===== src/rtl/led_activity_if.sv =====
// Activity inputs, static config and LED drives for led_activity_ctrl.
// The master side drives activity and config; the slave side returns LED state.
interface led_activity_if #(
  parameter int unsigned NUM_CH   = 4,
  parameter int unsigned PWM_BITS = 8
);
  logic [NUM_CH-1:0]   act_in;
  logic [NUM_CH-1:0]   act_pol;
  logic [2*NUM_CH-1:0] mode;
  logic [PWM_BITS-1:0] brightness;
  logic [NUM_CH-1:0]   led_out;
  logic [NUM_CH-1:0]   led_active;

  modport master (
    output act_in, act_pol, mode, brightness,
    input  led_out, led_active
  );

  modport slave (
    input  act_in, act_pol, mode, brightness,
    output led_out, led_active
  );
endinterface


===== src/rtl/led_activity_ctrl.sv =====
// Multi-channel activity LED driver: synchronise, polarity-correct, pulse-stretch,
// optionally blink, then PWM-dim each activity input onto a registered LED output.
module led_activity_ctrl #(
  parameter int unsigned NUM_CH      = 4,
  parameter int unsigned CLK_HZ      = 50_000_000,
  parameter int unsigned STRETCH_MS  = 50,
  parameter int unsigned BLINK_MS    = 100,
  parameter int unsigned PWM_BITS    = 8,
  parameter int unsigned SYNC_STAGES = 2
) (
  input logic           clk,
  input logic           reset_n,
  led_activity_if.slave bus
);
  localparam int unsigned TickDiv = (CLK_HZ / 1000 > 0) ? CLK_HZ / 1000 : 1;
  localparam int unsigned TickW   = (TickDiv > 1) ? $clog2(TickDiv) : 1;

  typedef enum logic [1:0] {
    ModeDirect  = 2'b00,
    ModeStretch = 2'b01,
    ModeBlink   = 2'b10,
    ModeOff     = 2'b11
  } mode_e;

  logic [NUM_CH-1:0]   sync_q [SYNC_STAGES];
  logic [NUM_CH-1:0]   s, s_q, edge_det, busy, lit;
  logic [15:0]         cnt_q  [NUM_CH];
  logic [15:0]         cnt_d  [NUM_CH];
  logic [15:0]         bcnt_q [NUM_CH];
  logic [15:0]         bcnt_d [NUM_CH];
  logic [NUM_CH-1:0]   blink_off_q, blink_off_d;
  logic [TickW-1:0]    pre_q;
  logic                tick;
  logic [PWM_BITS-1:0] pwm_q;
  logic                dim;
  logic [NUM_CH-1:0]   led_out_q, led_out_d, led_active_q;

  assign tick     = (pre_q == TickW'(TickDiv - 1));
  assign dim      = (&bus.brightness) | (pwm_q < bus.brightness);
  assign s        = sync_q[SYNC_STAGES-1] ^ bus.act_pol;
  assign edge_det = s ^ s_q;

  always_comb begin
    mode_e m;
    m           = ModeDirect;
    busy        = '0;
    lit         = '0;
    blink_off_d = blink_off_q;
    for (int unsigned i = 0; i < NUM_CH; i++) begin
      cnt_d[i]  = cnt_q[i];
      bcnt_d[i] = bcnt_q[i];
      // A reload on an edge takes priority over a coincident tick decrement.
      if (edge_det[i]) begin
        cnt_d[i] = 16'(STRETCH_MS);
      end else if (tick && (cnt_q[i] != '0)) begin
        cnt_d[i] = cnt_q[i] - 16'd1;
      end
      busy[i] = (cnt_q[i] != '0) | s[i];

      // blink_off is the inverted phase, so clearing it lights the first period.
      if (!busy[i]) begin
        bcnt_d[i]      = '0;
        blink_off_d[i] = 1'b0;
      end else if (tick) begin
        if (bcnt_q[i] == 16'(BLINK_MS - 1)) begin
          bcnt_d[i]      = '0;
          blink_off_d[i] = ~blink_off_q[i];
        end else begin
          bcnt_d[i] = bcnt_q[i] + 16'd1;
        end
      end

      m = mode_e'(bus.mode[2*i +: 2]);
      unique case (m)
        ModeDirect:  lit[i] = s[i];
        ModeStretch: lit[i] = busy[i];
        ModeBlink:   lit[i] = busy[i] & ~blink_off_q[i];
        ModeOff:     lit[i] = 1'b0;
        default:     lit[i] = 1'b0;
      endcase
    end
  end

  assign led_out_d = lit & {NUM_CH{dim}};

  always_ff @(posedge clk or negedge reset_n) begin
    if (!reset_n) begin
      for (int unsigned k = 0; k < SYNC_STAGES; k++) begin
        sync_q[k] <= '0;
      end
      for (int unsigned i = 0; i < NUM_CH; i++) begin
        cnt_q[i]  <= '0;
        bcnt_q[i] <= '0;
      end
      s_q          <= '0;
      blink_off_q  <= '0;
      pre_q        <= '0;
      pwm_q        <= '0;
      led_out_q    <= '0;
      led_active_q <= '0;
    end else begin
      sync_q[0] <= bus.act_in;
      for (int unsigned k = 1; k < SYNC_STAGES; k++) begin
        sync_q[k] <= sync_q[k-1];
      end
      for (int unsigned i = 0; i < NUM_CH; i++) begin
        cnt_q[i]  <= cnt_d[i];
        bcnt_q[i] <= bcnt_d[i];
      end
      s_q          <= s;
      blink_off_q  <= blink_off_d;
      pre_q        <= tick ? '0 : pre_q + TickW'(1);
      pwm_q        <= pwm_q + PWM_BITS'(1);
      led_out_q    <= led_out_d;
      led_active_q <= lit;
    end
  end

  assign bus.led_out    = led_out_q;
  assign bus.led_active = led_active_q;
endmodule


===== src/flat_wrapper.sv =====
// flat-port wrapper written by rule: the top's interface ports become plain ports
module led_activity_ctrl_flat 
#(
  parameter int unsigned NUM_CH      = 4,
  parameter int unsigned CLK_HZ      = 50_000_000,
  parameter int unsigned STRETCH_MS  = 50,
  parameter int unsigned BLINK_MS    = 100,
  parameter int unsigned PWM_BITS    = 8,
  parameter int unsigned SYNC_STAGES = 2
)
  (clk, reset_n, bus_act_in, bus_act_pol, bus_mode, bus_brightness, bus_led_out, bus_led_active);
  led_activity_if #(.NUM_CH(NUM_CH), .PWM_BITS(PWM_BITS)) bus_i ();
  input logic clk;
  input logic reset_n;
  input wire logic [$bits(bus_i.act_in)-1:0] bus_act_in;
  input wire logic [$bits(bus_i.act_pol)-1:0] bus_act_pol;
  input wire logic [$bits(bus_i.mode)-1:0] bus_mode;
  input wire logic [$bits(bus_i.brightness)-1:0] bus_brightness;
  output wire logic [$bits(bus_i.led_out)-1:0] bus_led_out;
  output wire logic [$bits(bus_i.led_active)-1:0] bus_led_active;
  assign bus_i.act_in = bus_act_in;
  assign bus_i.act_pol = bus_act_pol;
  assign bus_i.mode = bus_mode;
  assign bus_i.brightness = bus_brightness;
  assign bus_led_out = bus_i.led_out;
  assign bus_led_active = bus_i.led_active;
  led_activity_ctrl #(.NUM_CH(NUM_CH), .CLK_HZ(CLK_HZ), .STRETCH_MS(STRETCH_MS), .BLINK_MS(BLINK_MS), .PWM_BITS(PWM_BITS), .SYNC_STAGES(SYNC_STAGES)) u_core (.clk(clk), .reset_n(reset_n), .bus(bus_i));
endmodule

===== config.mk =====
export PLATFORM = sky130hd
export DESIGN_NAME = led_activity_ctrl_flat
export DESIGN_NICKNAME = d
export VERILOG_FILES = /design/src/rtl/led_activity_if.sv /design/src/rtl/led_activity_ctrl.sv /design/src/flat_wrapper.sv
export SDC_FILE = /design/constraint.sdc
export NUM_CORES = 1
export LEC_CHECK = 0
export BUFFER_PORTS_ARGS = -buffer_cell sky130_fd_sc_hd__buf_2
export CAP_MARGIN = 30
export CORE_UTILIZATION = 40
export CTS_BUF_LIST = sky130_fd_sc_hd__clkbuf_16
export CTS_CLUSTER_DIAMETER = 100
export DETAILED_ROUTE_END_ITERATION = 8
export HOLD_SLACK_MARGIN = 0.15
export PLACE_DENSITY_LB_ADDON = 0.25
export SYNTH_ARGS = -nofsm -noshare
export SYNTH_HDL_FRONTEND = slang
export SYNTH_SLANG_ARGS = --single-unit
export TNS_END_PERCENT = 100

===== constraint.sdc =====
create_clock -name clk -period 5.3 [get_ports clk]
set_input_delay 1.06 -clock clk [delete_from_list [all_inputs] [get_ports clk]]
set_output_delay 1.06 -clock clk [all_outputs]
set_load 0.01 [all_outputs]

==> results.md, run 1 <==
* Run status: finished clean
* Vias in the first global route at 7153
* Largest net degree at the start of global routing at 99
* Reg2reg end: u_core.cnt_q[23]$_DFFE_PN0P_
* Met1 Resource Use GR at 23.50%
* DRC at 0
* Total of max-cap violations at 0
* Clock Skews at 15.93 ps
* Async S/R FF share, synth at 100.0%
* Most used routing layer in global routing: met2
* Pre-Repair DR Iteration Count at 5
* Tcrit/Tclk final at 57.72%
* Fin worst setup slack at 2241 ps
* Crit path DAT at 3420 ps
* DRT Wirelength at 20.02 mm
* Grt met2 use at 29.37%
* CP Capture Point: u_core.cnt_q[23]$_DFFE_PN0P_
* Final nets at 1051
* Die width at 154.6 um
* Core Area at 22710 um2
* Proportion of layout cells with a drive suffix above 1 at 9.341%
* Synthesized net count at 1029
* Routed Antenna Nets at 0
* Synth Cell Area at 9318 um2
* Yosys warning count at 0
* Commonest cells after routing, fill and taps aside: 176 x dfrtp_1, 87 x nor2_1, 78 x a21oi_1
* Die ar. at 23910 um2
* Sequential share of the synthesized area at 47.27%
* Yosys reg bits at 176
* Initial core utilization at 41.03%
* CTS Hold Buffers Added at 0
* Max frequency at 326.9 MHz
* Total GRT Usage at 17.83%
* Final setup viols at 0
* Clk root buf: clkbuf_16
* CTS H-tree depth at 4
* Max-slew violations at 0
* Post-CTS sizing at 0
* CP Max Fanout at 37
* Worst slew margin at 33.47%
* Port bufs at 33
* Unrepaired setup endpoints after global routing: false
* Number of flops mapped to enable cells by yosys at 0
* Met3 Use GR at 3.166%
* Synthesized area per cell at 9.488 um2
* N_diodes at 0
* Post-DR vias/cell at 5.806
* Tot Pwr at 2.776 mW
* Slew @ Worst Pin at 994.5 ps
* Worst-path clk slew at 80 ps
* Reg2Reg Depth at 7
* Setup crit end kind: register
* P&R area growth vs syn at 10.89%
* Worst-Skew Late Latency at 440 ps
* Placer Congestion at 0.8578
* Minimum clock period at 3059 ps
* Cells after Synth at 982
* First-pass GRT wire length at 34.94 mm
* Max VDD drop at 0.0001848 V
* Hold Slack at 361.3 ps
* Power Density at 268.7 nW/um2
* Most used DFF post-synth: dfrtp_1
* Antenna violations before repair at 1
* Wire per inst at 15.38 um
* Min-delay worst type: reg -> reg
* CTS tree: built
* Pre-CTS setup slack at 2281 ps
* Leakage at 4.142 nW
* Fillers at 2173
* Num CTS Buffers at 17
* DP HPWL at 13.25 mm
* Crit path from: u_core.pre_q[13]$_DFF_PN0_
* WP data required at 5660 ps
* Post-CTS Setup Inserts at 0
* CP Class: reg -> reg
* DR vias at 7559
* Setup TNS at 0 ps
* GR Overflow Total at 0
* FP Rows at 55
* CTS max path bufs at 2
* Num Clock Sinks at 176
* Ports at 34
* Final hold violation count at 0
* Most common cell after layout, fill and taps aside: dfrtp_1
* Critical Path Source Type: register
* Initial drt markers at 414
* R2r startpoint: u_core.pre_q[13]$_DFF_PN0_
* Distinct cells, synth at 64
* Die Ht at 154.6 um
* Flop2flop setup slack at 2240 ps
## worst min-delay path by stage
stage                     slack (ps)                  startpoint                    endpoint  cells after the start
after floorplan                  330  u_core.sync_q[4]$_DFF_PN0_  u_core.sync_q[0]$_DFF_PN0_                      0
after global placement           340  u_core.sync_q[7]$_DFF_PN0_  u_core.sync_q[3]$_DFF_PN0_                      0
after detailed placement         340  u_core.sync_q[6]$_DFF_PN0_  u_core.sync_q[2]$_DFF_PN0_                      0
after CTS                        360  u_core.sync_q[4]$_DFF_PN0_  u_core.sync_q[0]$_DFF_PN0_                      0
after global routing             370  u_core.sync_q[4]$_DFF_PN0_  u_core.sync_q[0]$_DFF_PN0_                      0
final                            360  u_core.sync_q[7]$_DFF_PN0_  u_core.sync_q[3]$_DFF_PN0_                      0
## synth_stat cells (all sizes together) (8+ instances only)
library cell,count,area share (%)
a21oi,78,4.2
a31oi,14,0.94
and2,8,0.54
and3,16,1.1
and4,11,1.0
buf,10,0.59
clkbuf,32,1.3
dfrtp,176,47
ha,21,2.8
inv,23,0.93
nand2,62,2.5
nand3,39,2.1
nand3b,10,0.81
nand4,24,1.6
nor2,87,3.5
nor3,31,1.8
nor4,27,1.9
nor4b,8,0.75
o211ai,12,1.0
o21ai,58,3.1
o31ai,15,1.3
or3,28,1.9
or4,33,2.7
xnor2,33,3.1
xor2,33,3.1
## through the flow
step | cell area (um2) | util, % | std cells
2_1_floorplan | 9318 | - | 982
3_3_place_gp | 9733 | 42.86 | 1265
3_5_place_dp | 9767 | 43.01 | 1269
4_1_cts | 10320 | 45.47 | 1301
5_1_grt | 10330 | 45.50 | 1302
6_report | 10330 | 45.50 | 1302
## report_power, final
| part | switching (mW) | internal (mW) |
|---|---|---|
| Combinational | 0.106 | 0.0517 |
| Clock | 0.558 | 0.652 |
| Sequential | 0.0323 | 1.38 |
| Total | 0.697 | 2.08 |
## layer usage
layer / vias up / part of all wire (%)
met5: - / 0
met4: 0 / 1.3
met3: 20 / 3.5
met2: 135 / 48
met1: 3710 / 47
li1: 3694 / -
## cells by family (layout without fill, tap and decap cells)
kind of cell / Yosys count / after routing / share of synthesized area [%]
fa+ha+maj: 21 / 21 / 2.820
flops: 176 / 176 / 47.27
mux: 5 / 5 / 0.5506
buf+inv: 65 / 100 / 2.806
compound gates: 231 / 231 / 15.28
xor+xnor: 66 / 66 / 6.204
simple gates: 418 / 418 / 25.07
## registers in the layout (all words and copies together) (netlist names)
signal and count:
u_core.blink_off_q 4, u_core.bcnt_q 64, u_core.cnt_q 64, u_core.s_q 4, u_core.pwm_q 8, u_core.pre_q 16, u_core.bus.led_out 4, u_core.sync_q 8
u_core.bus.led_active 4
## worst max-delay path, stage by stage, from the launching register on
cell and delay, ps:
dfrtp_1 420, nor4b_1 420, and4_2 860, buf_4 360
o31ai_2 120, buf_4 200, or4_1 470, a21oi_1 140
## cell type report
cell class / count / area, um2 / area share, %
inverters: 23 / 86.33 / 0.8356
repair buffers: 45 / 267.8 / 2.591
clock inverters: 15 / 132.6 / 1.284
multi-input cells: 741 / 4659 / 45.10
flip-flops and latches: 176 / 4404 / 42.63
well taps: 285 / 356.6 / 3.451
clock buffers: 17 / 425.4 / 4.117
Note: power is estimated with default switching activity, not from simulation.
==> inputs of run 2 (changes only) <==
Clock period 5.3 ns to 2.8 ns, I/O delays scaled along.
==> run 2 against run 1 <==
  * Cell count grew 1.5%
  * Via count increased by 1.0%
  * Worst setup slack lost 2000 ps
  * Design area increased by 1.6%
  * Clock skew decreased by 5.7 ps
  * Critical endpoint is now u_core.cnt_q[62]$_DFFE_PN0P_
  * Hold slack lost 130 ps
  * Clock power rose by 86%
  * Clock-buffer cell count unchanged
==> results.md, run 2 (synthesis gave the netlist of run 1 again) <==
* Die Ht at 154.6 um (unchanged)
* Placer Congestion at 0.8668 (+1.0%)
* R2r startpoint: u_core.pre_q[12]$_DFF_PN0_
* Fillers at 2126 (-2.2%)
* CTS max path bufs at 2 (unchanged)
* Num Clock Sinks at 176 (unchanged)
* Hold Slack at 233.5 ps (-127.8 ps)
* CP Max Fanout at 14 (-62%)
* Post-DR vias/cell at 5.782 (-0.41%)
* Proportion of layout cells with a drive suffix above 1 at 10.81% (+1.5 points)
* Slew @ Worst Pin at 907.1 ps (-87.41 ps)
* Worst-Skew Late Latency at 430 ps (about the same)
* DR vias at 7638 (+1.0%)
* Top flop regs: u_core.bcnt_q (64), u_core.cnt_q (64), u_core.pre_q (16)
* Port bufs at 33 (unchanged)
* WP data required at 3150 ps (-2510 ps)
* Leakage at 4.246 nW (+2.5%)
* WHS Endpoint: u_core.sync_q[7]$_DFF_PN0_
* Reg2Reg Depth at 5 (-2)
* Clk root buf: clkbuf_16
* Setup crit end kind: register
* Commonest cells after routing, fill and taps aside: 176 x dfrtp_1, 87 x nor2_1, 78 x a21oi_1
* Worst slew margin at 39.16% (+5.7 points)
* Setup TNS at 0 ps (unchanged)
* Initial core utilization at 41.03% (unchanged)
* WHS Path Cells at 1 (+1)
* Core Area at 22710 um2 (unchanged)
* Wire per inst at 15.35 um (-0.17%)
* Pre-Repair DR Iteration Count at 8 (+3)
* First-pass GRT wire length at 36.02 mm (+3.1%)
* Max-slew violations at 0 (unchanged)
* Crit path from: u_core.pre_q[12]$_DFF_PN0_
* FP Rows at 55 (unchanged)
* Flop2flop setup slack at 290 ps (-1950 ps)
* Final nets at 1070 (+1.8%)
* CTS tree: built
* DP HPWL at 13.76 mm (+3.9%)
* Reg2reg end: u_core.cnt_q[62]$_DFFE_PN0P_
* Run status: finished clean
* Num CTS Buffers at 17 (unchanged)
* N_diodes at 0 (unchanged)
* Clock Skews at 10.24 ps (-5.685 ps)
* Max frequency at 398.1 MHz (+22%)
* Total GRT Usage at 18.31% (+0.47 points)
* Largest net degree at the start of global routing at 74 (-25%)
* DRC at 0 (unchanged)
* Die width at 154.6 um (unchanged)
* Post-CTS Setup Inserts at 0 (unchanged)
* Worst-path clk slew at 70 ps (about the same)
* Tcrit/Tclk final at 89.72% (+32 points)
* Initial drt markers at 422 (+1.9%)
* P&R area growth vs syn at 12.69%
* CP Class: reg -> reg
* CTS H-tree depth at 4 (unchanged)
* GR Overflow Total at 0 (unchanged)
* Max VDD drop at 0.0002763 V (+49%)
* Most common cell after layout, fill and taps aside: dfrtp_1
* Total of max-cap violations at 0 (unchanged)
* Hold Path Origin: bus_act_in[3]
* Min-delay worst type: in -> reg
* Vias in the first global route at 7454 (+4.2%)
* Unrepaired setup endpoints after global routing: false
* Met3 Use GR at 3.614% (+0.45 points)
* Routed Antenna Nets at 0 (unchanged)
* Ports at 34 (unchanged)
* Minimum clock period at 2512 ps (-547.0 ps)
* DRT Wirelength at 20.28 mm (+1.3%)
* Critical Path Source Type: register
* Antenna violations before repair at 0 (-1)
* Grt met2 use at 29.58% (+0.22 points)
* Met1 Resource Use GR at 24.93% (+1.4 points)
* Final setup viols at 0 (unchanged)
* Power Density at 497.8 nW/um2 (+85%)
* Die ar. at 23910 um2 (unchanged)
* Final hold violation count at 0 (unchanged)
* Crit path DAT at 2860 ps (-560 ps)
* Most used routing layer in global routing: met2
## run 2: changes by cell type in the layout (fill, tap and decap cells not counted)
cell | before | now
buf_4 | 11 | 27
buf_6 | 1 | 0
clkinv_1 | 3 | 2
clkinv_2 | 1 | 2
inv_1 | 23 | 25
buf_12 | 0 | 3
inv_6 | 6 | 2
clkinvlp_4 | 1 | 3
dlygate4sd3_1 | 0 | 1
## run 2: worst max-delay path, cell delays in order, from the launching register on
cell      delay (ps)
dfrtp_1          430
nor4bb_1         360
and4_2           550
o211ai_1         370
or4_1            550
a21oi_1          170
## run 2: power breakdown
part / total [mW] / switching [mW] / internal (mW)
combinational: 0.316 / 0.203 / 0.113
sequential: 2.67 / 0.0613 / 2.60
clock: 2.25 / 1.03 / 1.22
## run 2: through the flow
stage               util, %  instances  setup slack (ps)  power (mW)  cell area (um2)
floorplan                 -        982             286.1       2.861             9318
global placement      43.75       1287             320.8       3.028             9936
detailed placement    43.79       1288             278.3       3.036             9943
CTS                   46.24       1321             265.9       5.305            10500
global route          46.24       1321             58.68       5.445            10500
finish                46.24       1321             287.9       5.227            10500
## run 2: layout make-up
type / instances / area (um2) / share of cell area (%)
Clock buffer: 17 / 425.4 / 4.051
Inverter: 23 / 86.33 / 0.8222
Tap cell: 285 / 356.6 / 3.396
Timing Repair Buffer: 64 / 446.7 / 4.254
Clock inverter: 15 / 121.4 / 1.156
Sequential cell: 176 / 4404 / 41.94
Multi-Input combinational cell: 741 / 4659 / 44.38
## run 2: worst max path at each step
stage                                    endpoint
global route        u_core.bcnt_q[61]$_DFFE_PN0P_
finish               u_core.cnt_q[62]$_DFFE_PN0P_
global placement     u_core.cnt_q[62]$_DFFE_PN0P_
detailed placement   u_core.cnt_q[62]$_DFFE_PN0P_
floorplan             u_core.cnt_q[5]$_DFFE_PN0P_
CTS                  u_core.cnt_q[62]$_DFFE_PN0P_
## run 2: layer usage
| metal | share of wire (%) | vias to the layer above |
|---|---|---|
| met3 | 3.1 | 15 |
| met1 | 50 | 3775 |
| met4 | 0.84 | 0 |
| li1 | - | 3738 |
| met2 | 47 | 110 |
| met5 | 0 | - |
## run 2: timing repair
item                      in CTS  in global routing
hold buffers                   1                  0
gates resized for setup        0                  0
hold endpoints to repair      27                  0
